**src/rtl/m_ext_pkg.sv**
```systemverilog
// rtl/m_ext_pkg.sv - shared types and op decode helpers for the M-extension execute unit
package m_ext_pkg;

  typedef enum logic [2:0] {
    OP_MUL    = 3'b000,
    OP_MULH   = 3'b001,
    OP_MULHSU = 3'b010,
    OP_MULHU  = 3'b011,
    OP_DIV    = 3'b100,
    OP_DIVU   = 3'b101,
    OP_REM    = 3'b110,
    OP_REMU   = 3'b111
  } op_e;

  typedef enum logic [2:0] {
    S_IDLE,
    S_MUL,
    S_DIV,
    S_FIX,
    S_DONE
  } state_e;

  // funct3[2] selects the op group
  localparam logic MUL_FN = 1'b0;
  localparam logic DIV_FN = 1'b1;

  function automatic logic is_div(input op_e op);
    return (op[2] == DIV_FN) && (op[2] != MUL_FN);
  endfunction

  function automatic logic is_signed_a(input op_e op);
    return op inside {OP_MUL, OP_MULH, OP_MULHSU, OP_DIV, OP_REM};
  endfunction

  function automatic logic is_signed_b(input op_e op);
    return op inside {OP_MUL, OP_MULH, OP_DIV, OP_REM};
  endfunction

endpackage

```
**src/rtl/div_iter.sv**
```systemverilog
// rtl/div_iter.sv - restoring unsigned divider, one quotient bit per cycle, n bits per run
// The first step is taken on the start cycle; done is high during the cycle that retires the last bit.
module div_iter #(
  parameter int XLEN = 32,
  localparam int CW = $clog2(XLEN + 1)
) (
  input  logic            clk_i,
  input  logic            rst_ni,
  input  logic            start,
  input  logic [CW-1:0]   n,
  input  logic [XLEN-1:0] dividend,
  input  logic [XLEN-1:0] divisor,
  output logic            done,
  output logic [XLEN-1:0] quotient,
  output logic [XLEN-1:0] remainder
);

  logic [CW-1:0]   cnt_q;
  logic [XLEN-1:0] rem_q, quo_q, dvsr_q;
  logic [XLEN-1:0] rem_src, quo_src, dvsr_src, rem_nxt, quo_nxt;
  logic [XLEN:0]   shifted, trial;
  logic            q_bit;

  // dividend is left-aligned so an n-bit run always shifts out of the MSB
  always_comb begin
    rem_src  = start ? '0 : rem_q;
    quo_src  = start ? (dividend << (XLEN - int'(n))) : quo_q;
    dvsr_src = start ? divisor : dvsr_q;
    shifted  = {rem_src, quo_src[XLEN-1]};
    trial    = shifted - {1'b0, dvsr_src};
    q_bit    = !trial[XLEN];
    rem_nxt  = q_bit ? trial[XLEN-1:0] : shifted[XLEN-1:0];
    quo_nxt  = {quo_src[XLEN-2:0], q_bit};
  end

  always_ff @(posedge clk_i or negedge rst_ni) begin
    if (!rst_ni) begin
      cnt_q  <= '0;
      rem_q  <= '0;
      quo_q  <= '0;
      dvsr_q <= '0;
    end else if (start) begin
      cnt_q  <= n - CW'(1);
      rem_q  <= rem_nxt;
      quo_q  <= quo_nxt;
      dvsr_q <= divisor;
    end else if (cnt_q != '0) begin
      cnt_q <= cnt_q - CW'(1);
      rem_q <= rem_nxt;
      quo_q <= quo_nxt;
    end
  end

  assign done      = (cnt_q == CW'(1)) && !start;
  assign quotient  = quo_q;
  assign remainder = rem_q;

endmodule

```
**src/rtl/muldiv_unit.sv**
```systemverilog
// rtl/muldiv_unit.sv - RISC-V M-extension execute unit: fixed-latency multiply, iterative divide
module muldiv_unit
  import m_ext_pkg::*;
#(
  parameter int XLEN       = 32,
  parameter int MUL_CYCLES = 2
) (
  input  logic            clk_i,
  input  logic            rst_ni,
  input  logic            flush_i,
  input  logic            in_valid_i,
  output logic            in_ready_o,
  input  logic [2:0]      op_i,
  input  logic            word_i,
  input  logic [XLEN-1:0] rs1_i,
  input  logic [XLEN-1:0] rs2_i,
  output logic            out_valid_o,
  input  logic            out_ready_i,
  output logic [XLEN-1:0] result_o
);

  localparam int CW  = $clog2(XLEN + 1);
  localparam int MCW = $clog2(MUL_CYCLES + 1);

  function automatic logic [XLEN-1:0] sext32(input logic [XLEN-1:0] v, input logic sgn);
    logic [XLEN-1:0] r;
    r       = {XLEN{sgn & v[31]}};
    r[31:0] = v[31:0];
    return r;
  endfunction

  state_e            state_q, state_d;
  op_e               op_in, op_q;
  logic              word_in, word_q, sign_a_in, sign_b_in, sign_a_q, sign_b_q;
  logic [XLEN-1:0]   a_ext, b_ext, a_mag, b_mag, min_val;
  logic [2*XLEN-1:0] prod, prod_s;
  logic [XLEN-1:0]   mul_res, mul_res_q, fast_res, fix_res, result_d, result_q;
  logic [XLEN-1:0]   quotient, remainder;
  logic              div_zero, div_ovf, div_fast, accept, div_start, div_done;
  logic [MCW-1:0]    mul_cnt_q;
  logic [CW-1:0]     div_n;

  assign op_in   = op_e'(op_i);
  assign word_in = (XLEN == 64) && word_i;
  assign accept  = in_valid_i && (state_q == S_IDLE) && !flush_i;

  // Operand preparation: word extension, then sign/magnitude split
  always_comb begin
    a_ext     = word_in ? sext32(rs1_i, is_signed_a(op_in)) : rs1_i;
    b_ext     = word_in ? sext32(rs2_i, is_signed_b(op_in)) : rs2_i;
    sign_a_in = is_signed_a(op_in) && a_ext[XLEN-1];
    sign_b_in = is_signed_b(op_in) && b_ext[XLEN-1];
    a_mag     = sign_a_in ? -a_ext : a_ext;
    b_mag     = sign_b_in ? -b_ext : b_ext;
    min_val   = word_in ? ({XLEN{1'b1}} << 31) : (XLEN'(1) << (XLEN - 1));
  end

  always_comb begin
    prod    = {{XLEN{1'b0}}, a_mag} * {{XLEN{1'b0}}, b_mag};
    prod_s  = (sign_a_in ^ sign_b_in) ? -prod : prod;
    mul_res = prod_s[2*XLEN-1:XLEN];
    if (op_in == OP_MUL) mul_res = word_in ? sext32(prod_s[XLEN-1:0], 1'b1) : prod_s[XLEN-1:0];
  end

  always_comb begin
    div_zero = (b_ext == '0);
    div_ovf  = is_signed_b(op_in) && (b_ext == {XLEN{1'b1}}) && (a_ext == min_val);
    div_fast = div_zero || div_ovf;
    if (div_zero) fast_res = op_in[1] ? a_ext : {XLEN{1'b1}};
    else          fast_res = op_in[1] ? '0 : a_ext;
    if (word_in) fast_res = sext32(fast_res, 1'b1);
  end

  assign div_start = accept && is_div(op_in) && !div_fast;
  assign div_n     = word_in ? CW'(32) : CW'(XLEN);

  div_iter #(.XLEN(XLEN)) u_div_iter (
    .clk_i     (clk_i),
    .rst_ni    (rst_ni),
    .start     (div_start),
    .n         (div_n),
    .dividend  (a_mag),
    .divisor   (b_mag),
    .done      (div_done),
    .quotient  (quotient),
    .remainder (remainder)
  );

  // Quotient takes the xor of the signs, remainder follows the dividend
  always_comb begin
    fix_res = op_q[1] ? (sign_a_q ? -remainder : remainder)
                      : ((sign_a_q ^ sign_b_q) ? -quotient : quotient);
    if (word_q) fix_res = sext32(fix_res, 1'b1);
  end

  always_comb begin
    state_d  = state_q;
    result_d = result_q;
    case (state_q)
      S_IDLE: begin
        result_d = is_div(op_in) ? fast_res : mul_res;
        if (accept) begin
          if (!is_div(op_in)) state_d = (MUL_CYCLES == 1) ? S_DONE : S_MUL;
          else                state_d = div_fast ? S_DONE : S_DIV;
        end
      end
      S_MUL: begin
        result_d = mul_res_q;
        if (mul_cnt_q == MCW'(1)) state_d = S_DONE;
      end
      S_DIV: if (div_done) state_d = S_FIX;
      S_FIX: begin
        result_d = fix_res;
        state_d  = S_DONE;
      end
      S_DONE: if (out_ready_i) state_d = S_IDLE;
      default: state_d = S_IDLE;
    endcase
    if (flush_i) state_d = S_IDLE;
  end

  always_ff @(posedge clk_i or negedge rst_ni) begin
    if (!rst_ni) state_q <= S_IDLE;
    else         state_q <= state_d;
  end

  always_ff @(posedge clk_i or negedge rst_ni) begin
    if (!rst_ni) begin
      op_q      <= OP_MUL;
      word_q    <= 1'b0;
      sign_a_q  <= 1'b0;
      sign_b_q  <= 1'b0;
      mul_res_q <= '0;
      mul_cnt_q <= '0;
      result_q  <= '0;
    end else begin
      if (accept) begin
        op_q      <= op_in;
        word_q    <= word_in;
        sign_a_q  <= sign_a_in;
        sign_b_q  <= sign_b_in;
        mul_res_q <= mul_res;
        mul_cnt_q <= MCW'(MUL_CYCLES - 1);
      end else if (state_q == S_MUL && mul_cnt_q != '0) begin
        mul_cnt_q <= mul_cnt_q - MCW'(1);
      end
      // result only changes on entry to DONE, so it is stable under back-pressure
      if (state_d == S_DONE && state_q != S_DONE) result_q <= result_d;
    end
  end

  assign in_ready_o  = (state_q == S_IDLE);
  assign out_valid_o = (state_q == S_DONE);
  assign result_o    = result_q;

endmodule

```
**config.mk**
```make
export PLATFORM = sky130hd
export DESIGN_NAME = muldiv_unit
export DESIGN_NICKNAME = d
export VERILOG_FILES = /design/src/rtl/m_ext_pkg.sv /design/src/rtl/div_iter.sv /design/src/rtl/muldiv_unit.sv
export SDC_FILE = /design/constraint.sdc
export NUM_CORES = 2
export LEC_CHECK = 0
export CORE_UTILIZATION = 34
export CTS_CLUSTER_DIAMETER = 60
export DETAILED_ROUTE_END_ITERATION = 12
export PLACE_DENSITY = 0.58
export SETUP_SLACK_MARGIN = 0.1
export SYNTH_ARGS = -nofsm -noshare
export SYNTH_HDL_FRONTEND = slang
export SYNTH_SLANG_ARGS = --single-unit
```
**constraint.sdc**
```tcl
create_clock -name clk_i -period 6.7 [get_ports clk_i]
set_clock_uncertainty 0.2 [all_clocks]
set_input_delay 1.34 -clock clk_i [delete_from_list [all_inputs] [get_ports clk_i]]
set_output_delay 1.34 -clock clk_i [all_outputs]
set_load 0.01 [all_outputs]
```
# Word level (Yosys, flattened, before mapping)
# Index checks and enable logic that the tools add are counted.
# totals
register_bits	175
in_bits	73
output_inout_bits	34
wordCells	95
# classes
n_addsub	8
mul	1
n_eq_ne	14
mux	32
bitwise	2
reduce_logical	27
# op_table
cell	n
two-way mux 32 bit	18
negator 32 bit	4
one-hot mux 32 bit (3 select lines)	1
== test 32 bit, second input constant	2
multiplier 32 x 32 -> 64 bit	1
two-way mux 64 bit	1
negator 64 bit	1
subtractor 33 x 32 -> 33 bit	1
zero test 32 bit	1
two-way mux 3 bit	7
one-hot mux 3 bit (5 select lines)	1
== test 3 bit, second input constant	4
two-way mux 6 bit	2
logical AND 1 bit	11
== test 3 x 2 -> 1 bit, second input constant	3
== test 3 x 1 -> 1 bit, second input constant	2
== test 6 x 1 -> 1 bit, second input constant	1
zero test 3 bit	2
nonzero test 2 bit	3
nonzero test 6 bit	1
subtractor 6 x 1 -> 6 bit, second input constant	1
nonzero test 5 bit	1
zero test 1 bit	4
two-way mux 2 bit	2
8 further kinds	9

# Longest topological paths before layout
# depth
ltp_word	15
mapped_depth	44
ltp_nobuf	40

# Modules after synthesis
# A second synthesis with hierarchy kept.
# hier_totals
cells_unflattened	6201
hier_area_um2	49995.4
# modules_own_cells
mod	n_inst	cells_per_inst	area_per_inst_um2	seq_area_each_um2
muldiv_unit	1	5230	41976.5	1801.7
div_iter	1	971	8018.9	2552.4

# Least setup slack after synthesis
# Ideal clock, no wire load.
# synth_path
kind	input -> register
from	input port rs1_i[0]
to	register mul_res_q[26]
setup_ps	127
t_arrival_ps	11429
required_time_ps	6373
slack_ps	-5056
cell_stages	39
path_buffers	3
path_cell_list	inv_1 clkbuf_1 ha_1 nor2b_1 nand2_1 or4_1 nor2_1 nand2_1 o41ai_1 xnor2_1 clkbuf_1 nor2_1 fa_1 fa_1 inv_1 fa_1 inv_1 fa_1 [3 not listed] fa_1 fa_1 inv_1 ha_1 buf_2 nand2_1 nor4_1 o21ai_1 o21ai_1 or4_4 a221oi_2 o211ai_4 nor4_4 or4b_4 nor2_2 mux2_1 o31ai_1 nand2_1
# synth_via
elab_chain_len	6
# synth_rtl
element	line	rtl
from (decl)	muldiv_unit.sv:15	input logic [XLEN-1:0] rs1_i,
negator 32 bit	muldiv_unit.sv:53	a_mag = sign_a_in ? -a_ext : a_ext;
two-way mux 32 bit *	muldiv_unit.sv:53	
multiplier 32 x 32 -> 64 bit *	muldiv_unit.sv:59	prod = {{XLEN{1'b0}}, a_mag} * {{XLEN{1'b0}}, b_mag};
negator 64 bit	muldiv_unit.sv:60	prod_s = (sign_a_in ^ sign_b_in) ? -prod : prod;
two-way mux 64 bit *	muldiv_unit.sv:60	
two-way mux 32 bit *	muldiv_unit.sv:62	if (op_in == OP_MUL) mul_res = word_in ? sext32(prod_s[XLEN-1:0], 1'b1) : prod_s[XLEN-1:0];
to (signal assigned)	muldiv_unit.sv:142	mul_res_q <= mul_res;
to (decl)	muldiv_unit.sv:37	logic [XLEN-1:0] mul_res, mul_res_q, fast_res, fix_res, result_d, result_q;
# Every way passes the cells marked *; elsewhere a longest branch is shown, timed or not.
# A chain may end at the register's enable or synchronous reset.

# Worst setup path after layout
# layout_path
from	input port rs1_i[6]
to	register mul_res_q[26]
# Same word-level chain as after synthesis.

==> summary.txt <==
STA
  • Fmax: 89.2 MHz
  • Final worst path period share: 167%
  • Hold_ws: 0.288 ns
  • Slew headroom: 15.1%
  • Slew Viols, Final: 0
  • Setup violators final: 66
  • RSZ-0062 raised after global routing: yes
  • Slew @ Worst Pin: 1.26 ns
  • Final hold vios: 0
  • Minimum clock period: 11.21 ns
  • Setup WS post-layout: -4.51 ns

Critical path
  • WS Path Type: primary input to flip-flop
  • Critical Path RT: 6.83 ns
  • Critical Path End Type: flip-flop
  • Startpoint Class: primary input
  • Crit-path slowest cell: fa_1
  • Maximum fanout along the worst path: 4
  • Most used cell, CP: fa_1
  • Crit path DAT: 11.34 ns
  • CP max stage delay: 0.60 ns

Drt
  • Vias after detailed routing: 47846
  • Vias per cell: 5.27
  • Drt first-iter violations: 4284
  • Routed WL: 218000 um
  • Residual DRC count: 0
  • WL per Instance: 24.0 um
  • Post-route ant nets: 0
  • DR pass1 iterations: 6

Run
  • Maxcap violations: 0

Floorplan
  • Placement Rows: 138
  • Die area: 0.145 mm^2
  • Die span in y: 381 um
  • Initial core utilization: 34.4%
  • Core area: 0.142 mm^2
  • Die width: 381 um
  • Io pins: 107

Synthesis
  • EDFF count, synth: 0
  • Asr flop ratio synth: 100%
  • Yosys warns: 0
  • Synthesized instance count: 5957
  • Yosys reg bits: 174
  • Mapped Nets: 7232
  • Synth Flop Type: dfrtp_1
  • Avg Inst Size Synth: 8.19 um^2
  • Cell Area, Synth: 0.0488 mm^2
  • Yosys cell types: 123
  • Post-synthesis sequential area ratio: 8.93%

CTS
  • # hold bufs at CTS: 0
  • CTS clock-pin slew for the worst setup and hold paths: 0.07 ns
  • Worst-Skew Late Latency: 0.46 ns
  • CTS tree: done
  • H-tree Lvls: 4
  • Clock buffer depth: 2
  • CTS Buf Count: 17
  • Clock sink count: 174
  • Clock root buffer: clkbuf_16

Layout
  • Layout area overhead: 38.0%
  • Final-layout fill cell count: 13732
  • Multi-input combinational cell area: 0.0426 mm^2
  • Nets: 8448
  • Final instance area: 0.0673 mm^2
  • Share of cells above drive strength 1: 28.1%
  • Total area of sequential cells: 0.00436 mm^2
  • Util after Layout: 47.4%

Placement
  • Buffers on Ports: 105
  • Post-DP HPWL: 185000 um
  • Routability congestion estimate: 1.05
  • Cell Area, Placed: 0.0623 mm^2

Status
  • Status: finished with violations
  • Failing checks: negative setup slack

Global routing
  • Initial antenna violation count: 18
  • Largest net degree at the start of global routing: 79
  • Total Routing Usage GR: 30.0%
  • First-pass GRT wire length: 321000 um
  • Total grt overflow: 0
  • Vias in the first global route: 49445

Worst hold path
  • Worst min-delay path category: flip-flop to flip-flop
final timing paths:
kind / startpoint / endpoint / slack [ns] / depth (start not counted)
setup reg to reg: state_q[0]$_DFF_PN0_ / u_div_iter.remainder[30]$_DFFE_PN0P_ / 0.97 / 22
hold / removal: u_div_iter.dvsr_q[25]$_DFF_PN0_ / u_div_iter.dvsr_q[25]$_DFF_PN0_ / 0.29 / 2
max in group asynchronous: rst_ni / u_div_iter.remainder[23]$_DFFE_PN0P_ / 4.31 / 2
hold reg to reg: u_div_iter.dvsr_q[25]$_DFF_PN0_ / u_div_iter.dvsr_q[25]$_DFF_PN0_ / 0.29 / 2
setup / recovery: rs1_i[6] / mul_res_q[26]$_DFFE_PN0P_ / -4.51 / 37
min in group asynchronous: rst_ni / mul_res_q[24]$_DFFE_PN0P_ / 0.70 / 1
flip-flops by register name, indices dropped and copies added (netlist names), 2 cells and up:
register and cells:
mul_cnt_q 2, state_q 3, result_o 32, mul_res_q 32, u_div_iter.cnt_q 6, u_div_iter.remainder 32
u_div_iter.dvsr_q 32, u_div_iter.quotient 32
per-stage QoR:
step           std cells  setup slack, ns  setup TNS [ns]
5_1_grt             9079            -4.75         -158.80
4_1_cts             9026            -4.44         -139.14
6_report            9084            -4.51         -145.63
3_3_place_gp        8851            -5.81         -239.42
2_1_floorplan       5957            -4.32         -125.54
3_5_place_dp        8851            -5.84         -242.02
area by class of cell:
| cell class | count | share of cell area [%] |
|---|---|---|
| multi-input cells | 4444 | 63.3 |
| repair buffers | 1515 | 20.1 |
| flip-flops and latches | 174 | 6.47 |
| inverters | 1021 | 5.70 |
| well taps | 1890 | 3.51 |
| clock buffers | 21 | 0.714 |
| clock inverters | 11 | 0.123 |
| diodes | 8 | 0.0298 |
worst max-delay path: cells and delay by family:
family	cells	cell delay (ns)
XOR/XNOR	1	0.30
AND/OR/NAND/NOR	10	2.55
multiplexers	1	0.30
adder cells (fa/ha/maj)	9	4.35
AO/OA/AOI/OAI	7	1.56
buffers and inverters	9	0.93
cell usage after synthesis (29+ instances only):
master	number	area share (%)
a221o_1	29	0.60
a31oi_1	61	0.78
o21ai_0	206	2.1
nand4_1	34	0.44
and2_1	63	0.81
nand3_1	58	0.60
a21o_1	37	0.57
clkbuf_1	275	2.1
nand2_1	808	6.2
ha_1	305	7.8
nor2_1	781	6.0
o31ai_1	39	0.60
fa_1	897	37
dfrtp_1	174	8.9
mux2i_1	44	0.90
nor3_1	101	1.0
xor2_1	91	1.6
a21oi_1	246	2.5
inv_1	1019	7.8
xnor2_1	172	3.1
kinds of logic after synthesis:
| group | after synthesis | share of synthesized area [%] |
|---|---|---|
| and+or+nand+nor | 2070 | 18.7 |
| DFF | 174 | 8.93 |
| muxes | 46 | 0.949 |
| xor gates and xnor gates | 263 | 4.72 |
| AOI/OAI and AO/OA | 847 | 11.3 |
| adders and majority gates | 1218 | 45.0 |
| buffers and inverters | 1339 | 10.4 |
metal layers:
| metal | wire (um) | global-route usage (%) |
|---|---|---|
| met1 | 90700 | 40.1 |
| met2 | 96400 | 46.6 |
| met3 | 20200 | 6.40 |
| met4 | 10900 | 13.1 |
| met5 | 9 | 0 |
layout by cell type, fill, tap and decap left out, types with 30 or more instances in the layout:
master           instances
ha_1                   282
a21oi_2                 42
xnor2_2                 62
buf_12                 103
nor2_2                  41
xnor2_1                 94
buf_4                 1181
xor2_1                  61
nor3_1                  82
and2_1                  54
nand2_1                786
buf_6                  115
o21ai_0                147
inv_1                  991
a21oi_1                199
nand4_1                 34
o21ai_1                 45
a31oi_1                 49
nor2_1                 729
fa_1                   869
clkdlybuf4s50_1         71
nand3_1                 52
dfrtp_1                173
o21ai_2                 30
a21o_1                  36
mux2i_1                 43
timing repair:
| action | in CTS | in global routing |
|---|---|---|
| endpoints found under the setup margin | 66 | 66 |
| cloned | 5 | 3 |
| buffers inserted | 139 | 53 |
| resized for setup | 469 | 220 |
| pin swaps | 165 | 147 |
Power is left out: the tool's default activity adds up to more than one toggle a clock period on the data nets, which glitch-free logic cannot reach.
